$ cat config.mk
export PLATFORM = sky130hd
export DESIGN_NAME = div_issue_ctrl
export DESIGN_NICKNAME = d
export VERILOG_FILES = /design/src/rtl/div_issue_ctrl_pkg.sv /design/src/rtl/div_issue_ctrl.sv
export SDC_FILE = /design/constraint.sdc
export NUM_CORES = 1
export LEC_CHECK = 0
export CAP_MARGIN = 10
export CORE_ASPECT_RATIO = 1.1
export CORE_UTILIZATION = 43
export CTS_BUF_LIST = sky130_fd_sc_hd__clkbuf_16
export CTS_CLUSTER_DIAMETER = 30
export DETAILED_ROUTE_END_ITERATION = 12
export GPL_ROUTABILITY_DRIVEN = 0
export PLACE_DENSITY_LB_ADDON = 0.25
export SETUP_SLACK_MARGIN = 0.4
export SYNTH_ARGS = -nofsm -noshare
export SYNTH_HDL_FRONTEND = slang
export SYNTH_SLANG_ARGS = --single-unit
$ cat constraint.sdc
create_clock -name clk -period 3.72 [get_ports clk]
set_clock_uncertainty 0.2 [all_clocks]
set_input_delay 0.744 -clock clk [delete_from_list [all_inputs] [get_ports clk]]
set_output_delay 0.744 -clock clk [all_outputs]
set_load 0.05 [all_outputs]
$ cat src/rtl/div_issue_ctrl_pkg.sv
// Shared definitions for the divide issue controller: state encoding, drain default
// and the HI/LO field bounds inside the divider result word.
package div_issue_ctrl_pkg;

    typedef enum logic [1:0] {
        StIdle  = 2'd0,
        StBusy  = 2'd1,
        StDone  = 2'd2,
        StDrain = 2'd3
    } div_state_e;

    localparam int unsigned DrainCyclesDefault = 4;

    // div_result_i is {remainder, quotient}; remainder goes to HI, quotient to LO
    localparam int unsigned HiMsb = 63;
    localparam int unsigned HiLsb = 32;
    localparam int unsigned LoMsb = 31;
    localparam int unsigned LoLsb = 0;

endpackage

$ cat src/rtl/div_issue_ctrl.sv
// EX-stage issue/retire controller for a multi-cycle divider: starts the divider, freezes
// the front of the pipe while it runs, writes HI/LO on completion and drains after a flush.
module div_issue_ctrl
    import div_issue_ctrl_pkg::*;
#(
    parameter int unsigned DRAIN_CYCLES = DrainCyclesDefault
) (
    input  logic        clk,
    input  logic        rst,
    input  logic        ex_div_valid,
    input  logic        ex_div_signed,
    input  logic [31:0] ex_op1,
    input  logic [31:0] ex_op2,
    input  logic        ex_flush,
    output logic        stall_o,
    output logic        div_start_o,
    output logic        div_signed_o,
    output logic [31:0] div_op1_o,
    output logic [31:0] div_op2_o,
    output logic        div_annul_o,
    input  logic [63:0] div_result_i,
    input  logic        div_ready_i,
    output logic        hilo_we_o,
    output logic [31:0] hi_wdata_o,
    output logic [31:0] lo_wdata_o
);

    localparam int unsigned CntW = ($clog2(DRAIN_CYCLES + 1) < 1) ? 1 :
                                   $clog2(DRAIN_CYCLES + 1);
    localparam logic [CntW-1:0] CntLoad = CntW'(DRAIN_CYCLES);
    localparam logic [CntW-1:0] CntOne  = CntW'(1);

    div_state_e      state_q, state_d;
    logic [CntW-1:0] cnt_q, cnt_d;
    logic [31:0]     op1_q, op1_d, op2_q, op2_d, hi_q, hi_d, lo_q, lo_d;
    logic            sgn_q, sgn_d;
    logic            issue, capture;

    assign issue   = (state_q == StIdle) && ex_div_valid && !ex_flush;
    // A flush on the ready cycle wins: the result is dropped
    assign capture = (state_q == StBusy) && div_ready_i && !ex_flush;

    always_ff @(posedge clk or negedge rst) begin
        if (!rst) begin
            state_q <= StIdle;
            cnt_q   <= '0;
            op1_q   <= '0;
            op2_q   <= '0;
            sgn_q   <= 1'b0;
            hi_q    <= '0;
            lo_q    <= '0;
        end else begin
            state_q <= state_d;
            cnt_q   <= cnt_d;
            op1_q   <= op1_d;
            op2_q   <= op2_d;
            sgn_q   <= sgn_d;
            hi_q    <= hi_d;
            lo_q    <= lo_d;
        end
    end

    always_comb begin
        state_d = state_q;
        cnt_d   = cnt_q;
        unique case (state_q)
            StIdle: begin
                if (issue) state_d = StBusy;
            end
            StBusy: begin
                if (ex_flush) begin
                    state_d = StDrain;
                    cnt_d   = CntLoad;
                end else if (div_ready_i) begin
                    state_d = StDone;
                end
            end
            StDone: begin
                state_d = StIdle;
            end
            StDrain: begin
                if (cnt_q <= CntOne) begin
                    state_d = StIdle;
                    cnt_d   = '0;
                end else begin
                    cnt_d = cnt_q - CntOne;
                end
            end
            default: begin
                state_d = StIdle;
                cnt_d   = '0;
            end
        endcase
    end

    always_comb begin
        op1_d = op1_q;
        op2_d = op2_q;
        sgn_d = sgn_q;
        hi_d  = hi_q;
        lo_d  = lo_q;
        if (issue) begin
            op1_d = ex_op1;
            op2_d = ex_op2;
            sgn_d = ex_div_signed;
        end
        if (capture) begin
            hi_d = div_result_i[HiMsb:HiLsb];
            lo_d = div_result_i[LoMsb:LoLsb];
        end
    end

    // Strobes are forced low while reset is asserted, independent of EX inputs
    always_comb begin
        stall_o     = 1'b0;
        div_start_o = 1'b0;
        div_annul_o = 1'b0;
        hilo_we_o   = 1'b0;
        if (rst) begin
            unique case (state_q)
                StIdle: begin
                    stall_o     = issue;
                    div_start_o = issue;
                end
                StBusy: begin
                    stall_o     = 1'b1;
                    div_annul_o = ex_flush;
                end
                StDone: begin
                    hilo_we_o = 1'b1;
                end
                StDrain: begin
                    stall_o     = ex_div_valid;
                    div_annul_o = 1'b1;
                end
                default: begin
                    stall_o = 1'b0;
                end
            endcase
        end
    end

    assign div_op1_o    = op1_q;
    assign div_op2_o    = op2_q;
    assign div_signed_o = sgn_q;
    assign hi_wdata_o   = hi_q;
    assign lo_wdata_o   = lo_q;

endmodule

# Word-level counts from Yosys, hierarchy flattened
# Cells that the tools add are included.
[classes] n_addsub=1 n_mul=0 div=0 order_cmp=1 eq_ne=7 shifts=0 n_mux=16 bitwise=0 n_reduce_logical=9
[ops] operator="2-to-1 mux 2 bit" count=4
[ops] operator="one-hot mux 2 bit (4 select lines)" count=1
[ops] operator="2-to-1 mux 1 bit" count=6
[ops] operator="2-to-1 mux 3 bit" count=2
[ops] operator="inequality test 2 bit, second input constant" count=3
[ops] operator="one-hot mux 3 bit (2 select lines)" count=1
[ops] operator="== test 2 bit, second input constant" count=2
[ops] operator="logical AND 1 bit" count=4
[ops] operator="<= comparator 3 x 1 -> 1 bit, second input constant" count=1
[ops] operator="inequality test 3 bit, second input constant" count=1
[ops] operator="one-hot mux 1 bit (3 select lines)" count=1
[ops] operator="AND reduction 3 bit" count=1
[ops] operator="subtractor 3 x 1 -> 3 bit, second input constant" count=1
[ops] operator="== test 2 x 1 -> 1 bit, second input constant" count=1
[ops] operator="logical NOT 2 bit" count=1
[ops] operator="one-hot mux 1 bit (2 select lines)" count=1
[ops] operator="AND reduction 2 bit" count=1
[ops] operator="nonzero test 2 bit" count=1
[ops] operator="logical NOT 1 bit" count=1
[word_totals] regBits=134 latchBits=0 mem_bits_rw=0 romBits=0 in_bits=134 out_inout_bits=133 memories=0

# Longest topological paths before layout
[depth] word_depth=5 ltp_mapped=5

# Worst setup path after synthesis
# Ideal clock, no wire load.
[synth_path] path_type="input to output" start="input rst" end="output hilo_we_o" arrival_ns=1.936 setup_slack_ns=0.840 stages=2 cell_sequence="inv_1 nor3b_1"
[synth_via] elab_chain_cells=1
[synth_lines] element="from (decl)" line_no="div_issue_ctrl.sv:9" source="input logic rst,"
[synth_lines] element="2-to-1 mux 1 bit" line_no="div_issue_ctrl.sv:119" source="if (rst) begin"
[synth_lines] element="to (decl)" line_no="div_issue_ctrl.sv:23" source="output logic hilo_we_o,"
# Every way passes these cells.

# Worst setup path after layout
[layout_path] start="input ex_flush" end="output div_start_o"
[layout_via] elab_chain_cells=4
[layout_lines] element="from (decl)" line_no="div_issue_ctrl.sv:14" source="input logic ex_flush,"
[layout_lines] element="logical NOT 1 bit" line_no="div_issue_ctrl.sv:39" source="assign issue = (state_q == StIdle) && ex_div_valid && !ex_flush;"
[layout_lines] element="logical AND 1 bit" line_no="div_issue_ctrl.sv:39"
[layout_lines] element="2-to-1 mux 1 bit" line_no="div_issue_ctrl.sv:120" source="unique case (state_q)"
[layout_lines] element="2-to-1 mux 1 bit" line_no="div_issue_ctrl.sv:119"
[layout_lines] element="to (decl)" line_no="div_issue_ctrl.sv:16" source="output logic div_start_o,"
# Every way passes these cells.

==> flow_metrics.py <==
metrics = {
    "placed_design": {
        "dp_slack_ps": 566.9,
        "dpl.cell_count": 715,
        "detailedPlacementHpwl_mm": 9.835,
        "portBuffers": 266,
        "dpl_cell_area_mm2": 0.007926,
    },
    "sta": {
        "tightest_slew_ps": 846.5,
        "fmax_mhz": 327.9,
        "fin_setup_tns_ps": 0,
        "finalWorstSetupSlack_ps": 670.2,
        "finalCriticalPeriod_ps": 3050,
        "holdWs_ps": 41.92,
        "fin_crit_sh": 0.8198,
        "finalSetupViolCount": 0,
        "relSlewSlack": 0.4357,
        "rsz0062_at_grt": "no",
        "finalHoldViolCount": 0,
        "slew_viol_final": 0,
    },
    "yosys": {
        "yosysMostFrequentCell": "dfrtp_1",
        "yosys_warnings": 0,
        "synth_top_area_cell": "dfrtp_1",
        "synthCells": 310,
        "synth_edf_count": 0,
        "synth.top_cell.area_share": 0.6486,
        "synthTopCellsByArea": "dfrtp_1 65%, mux2_2 15%, mux2_1 13%, buf_6 2.6%, o21ai_0 0.68%",
        "yosysSeqAreaShare": 0.6486,
        "synthTopCellsByCount": "134 x dfrtp_1, 69 x mux2_2, 60 x mux2_1, 12 x buf_6, 7 x o21ai_0",
        "synthArstFlopShare": 1.000,
        "synth_area_per_cell_um2": 16.68,
        "syn-cell-area_mm2": 0.005170,
        "synth_nets": 446,
        "synth_seq_cells": 134,
        "ys_types": 23,
        "yosys_most_used_dff": "dfrtp_1",
    },
    "floorplan": {
        "die_x_um": 106.5,
        "core_mm2": 0.01159,
        "start_util": 0.4459,
        "die_y_um": 117,
        "pin_count": 267,
        "rows": 41,
        "die_area_mm2": 0.01247,
    },
    "clock_tree": {
        "ctsResizeCount": 0,
        "insertion_delay_ps": 400,
        "holdBufCountCts": 0,
        "htreeDepth": 4,
        "numCtsBuffers": 17,
        "cts_tree": "done",
        "clock-sinks": 134,
        "cts_root_buffer": "clkbuf_16",
        "post_cts_buffers": 0,
        "clock_path_buffers": 2,
        "path_clk_slew_ps": 50,
    },
    "setup_path": {
        "cp.arrival_ps": 2110,
        "end_kind": "output port",
        "path_cells": "clkdlybuf4s50_1, nor2b_2, nor3b_4, and2_1, buf_12",
        "crit_family": "buffers and inverters",
        "crit_buf_inv": 2,
        "worstSetupStartpointType": "input pin",
        "worstPathMaxFanout": 6,
        "cp.required_ps": 2780,
        "slowest_stage": "clkdlybuf4s50_1",
        "crit_type": "in -> out",
        "critical-path-max-stage-delay_ps": 530,
    },
    "layout": {
        "final_area_mm2": 0.008491,
        "fin_nets": 720,
        "final_cells": 747,
        "syn2layout_area_growth_pct": 64.23,
        "num_antenna_cells": 0,
        "drive_gt1_frac": 0.1843,
    },
    "run": {
        "cap_violations": 0,
    },
    "grt": {
        "antenna_found_initial": 0,
        "grt_max_degree": 69,
        "grt_pass1_wl_mm": 20.07,
        "grt_pass1_vias": 3901,
        "grt_usage": 0.2157,
        "grt-ovfl-total": 0,
    },
    "detailed_routing": {
        "wire_per_inst_um": 17.44,
        "firstDrtPassIters": 4,
        "routed_wirelength_mm": 13.03,
        "drc": 0,
        "drtIter0Drc": 121,
        "drt-vias-per-instance": 4.772,
        "postRouteAntennaNets": 0,
        "num_vias": 3565,
    },
    "outcome": {
        "status": "finished, final reports clean",
    },
    "min_path": {
        "min_path_type": "in -> async",
    },
    "pwr": {
        "powerDensity_mw_per_mm2": 1105,
        "leakage_nw": 3.533,
        "vdd_ir_drop_max_v": 0.0005926,
    },
}
==> sequential cells by signal (all words and copies together), names as in the netlist <==
signal,count
div_op1_o,32
hi_wdata_o,32
div_signed_o,1
cnt_q,3
state_q,2
div_op2_o,32
lo_wdata_o,32
==> cell families (layout without fill, tap and decap cells) <==
| kind of cell | after synthesis | count (layout) | synth area share |
|---|---|---|---|
| AOI/OAI and AO/OA | 13 | 13 | 0.01501 |
| adders and majority gates | 2 | 2 | 0.004839 |
| buffers and inverters | 18 | 305 | 0.03098 |
| DFF | 134 | 134 | 0.6486 |
| muxes | 129 | 129 | 0.2810 |
| and+or+nand+nor | 14 | 14 | 0.01960 |
==> cells in the final DEF (no fill, tap or decap), types with 2 or more instances in the layout <==
master and instances:
clkinv_1 4, buf_12 2, dfrtp_1 134, inv_1 4, mux2_1 60, ha_1 2, buf_4 7, clkinvlp_4 5
nor3b_4 2, bufinv_16 2, o21ai_0 7, a21oi_1 2, nor2_1 2, mux2_2 69, nand2_1 4, clkbuf_16 17
clkdlybuf4s50_1 261
==> where the power goes <==
group          switching (mW)  internal [mW]
Sequential              0.394           2.20
Clock                   0.601          0.974
Combinational            3.34           1.88
Total                    4.33           5.05
==> worst reg2reg max path, stage by stage (launching register included) <==
cell	delay, ps
dfrtp_1	530
nor3b_4	240
buf_4	660
mux2_2	480
==> path summary, 6_finish.rpt <==
check,endpoint,slack [ps],from,cells past startpoint
worst max-delay path,div_start_o,670,ex_flush,5
worst min-delay path,div_op2_o[16]$_DFFE_PN0P_,40,rst,1
worst max register to register,div_op1_o[23]$_DFFE_PN0P_,1500,state_q[0]$_DFFE_PN0P_,3
worst min register to register,hi_wdata_o[30]$_DFFE_PN0P_,280,hi_wdata_o[30]$_DFFE_PN0P_,1
max in group asynchronous,hi_wdata_o[5]$_DFFE_PN0P_,2100,rst,2
min in group clk,hi_wdata_o[30]$_DFFE_PN0P_,280,hi_wdata_o[30]$_DFFE_PN0P_,1
==> metal layers <==
| layer | track usage | part of all wire | wire, um | vias to the layer above |
|---|---|---|---|---|
| met1 | 0.2327 | 0.36 | 4744 | 1746 |
| met3 | 0.08693 | 0.093 | 1208 | 13 |
| met4 | 0.07397 | 0.014 | 186 | 0 |
| met5 | 0 | 0 | 0 | - |
| li1 | - | - | - | 1643 |
| met2 | 0.3870 | 0.53 | 6885 | 163 |
==> stage by stage <==
step	util	power, mW
CTS	0.7324	9.482
global route	0.7324	9.791
finish	0.7324	9.385
detailed placement	0.6837	7.872
global placement	0.6837	7.734
floorplan	-	5.962
==> final cells by class <==
| cell class | count | area (um^2) |
|---|---|---|
| fillers | 834 | 3103 |
| clock buffers | 17 | 425.4 |
| repair buffers | 270 | 2705 |
| flip-flops and latches | 134 | 3353 |
| well taps | 150 | 187.7 |
| multi-input cells | 158 | 1669 |
| clock inverters | 15 | 138.9 |
| inverters | 3 | 11.26 |
No activity file was read; power rests on OpenSTA's default activity.
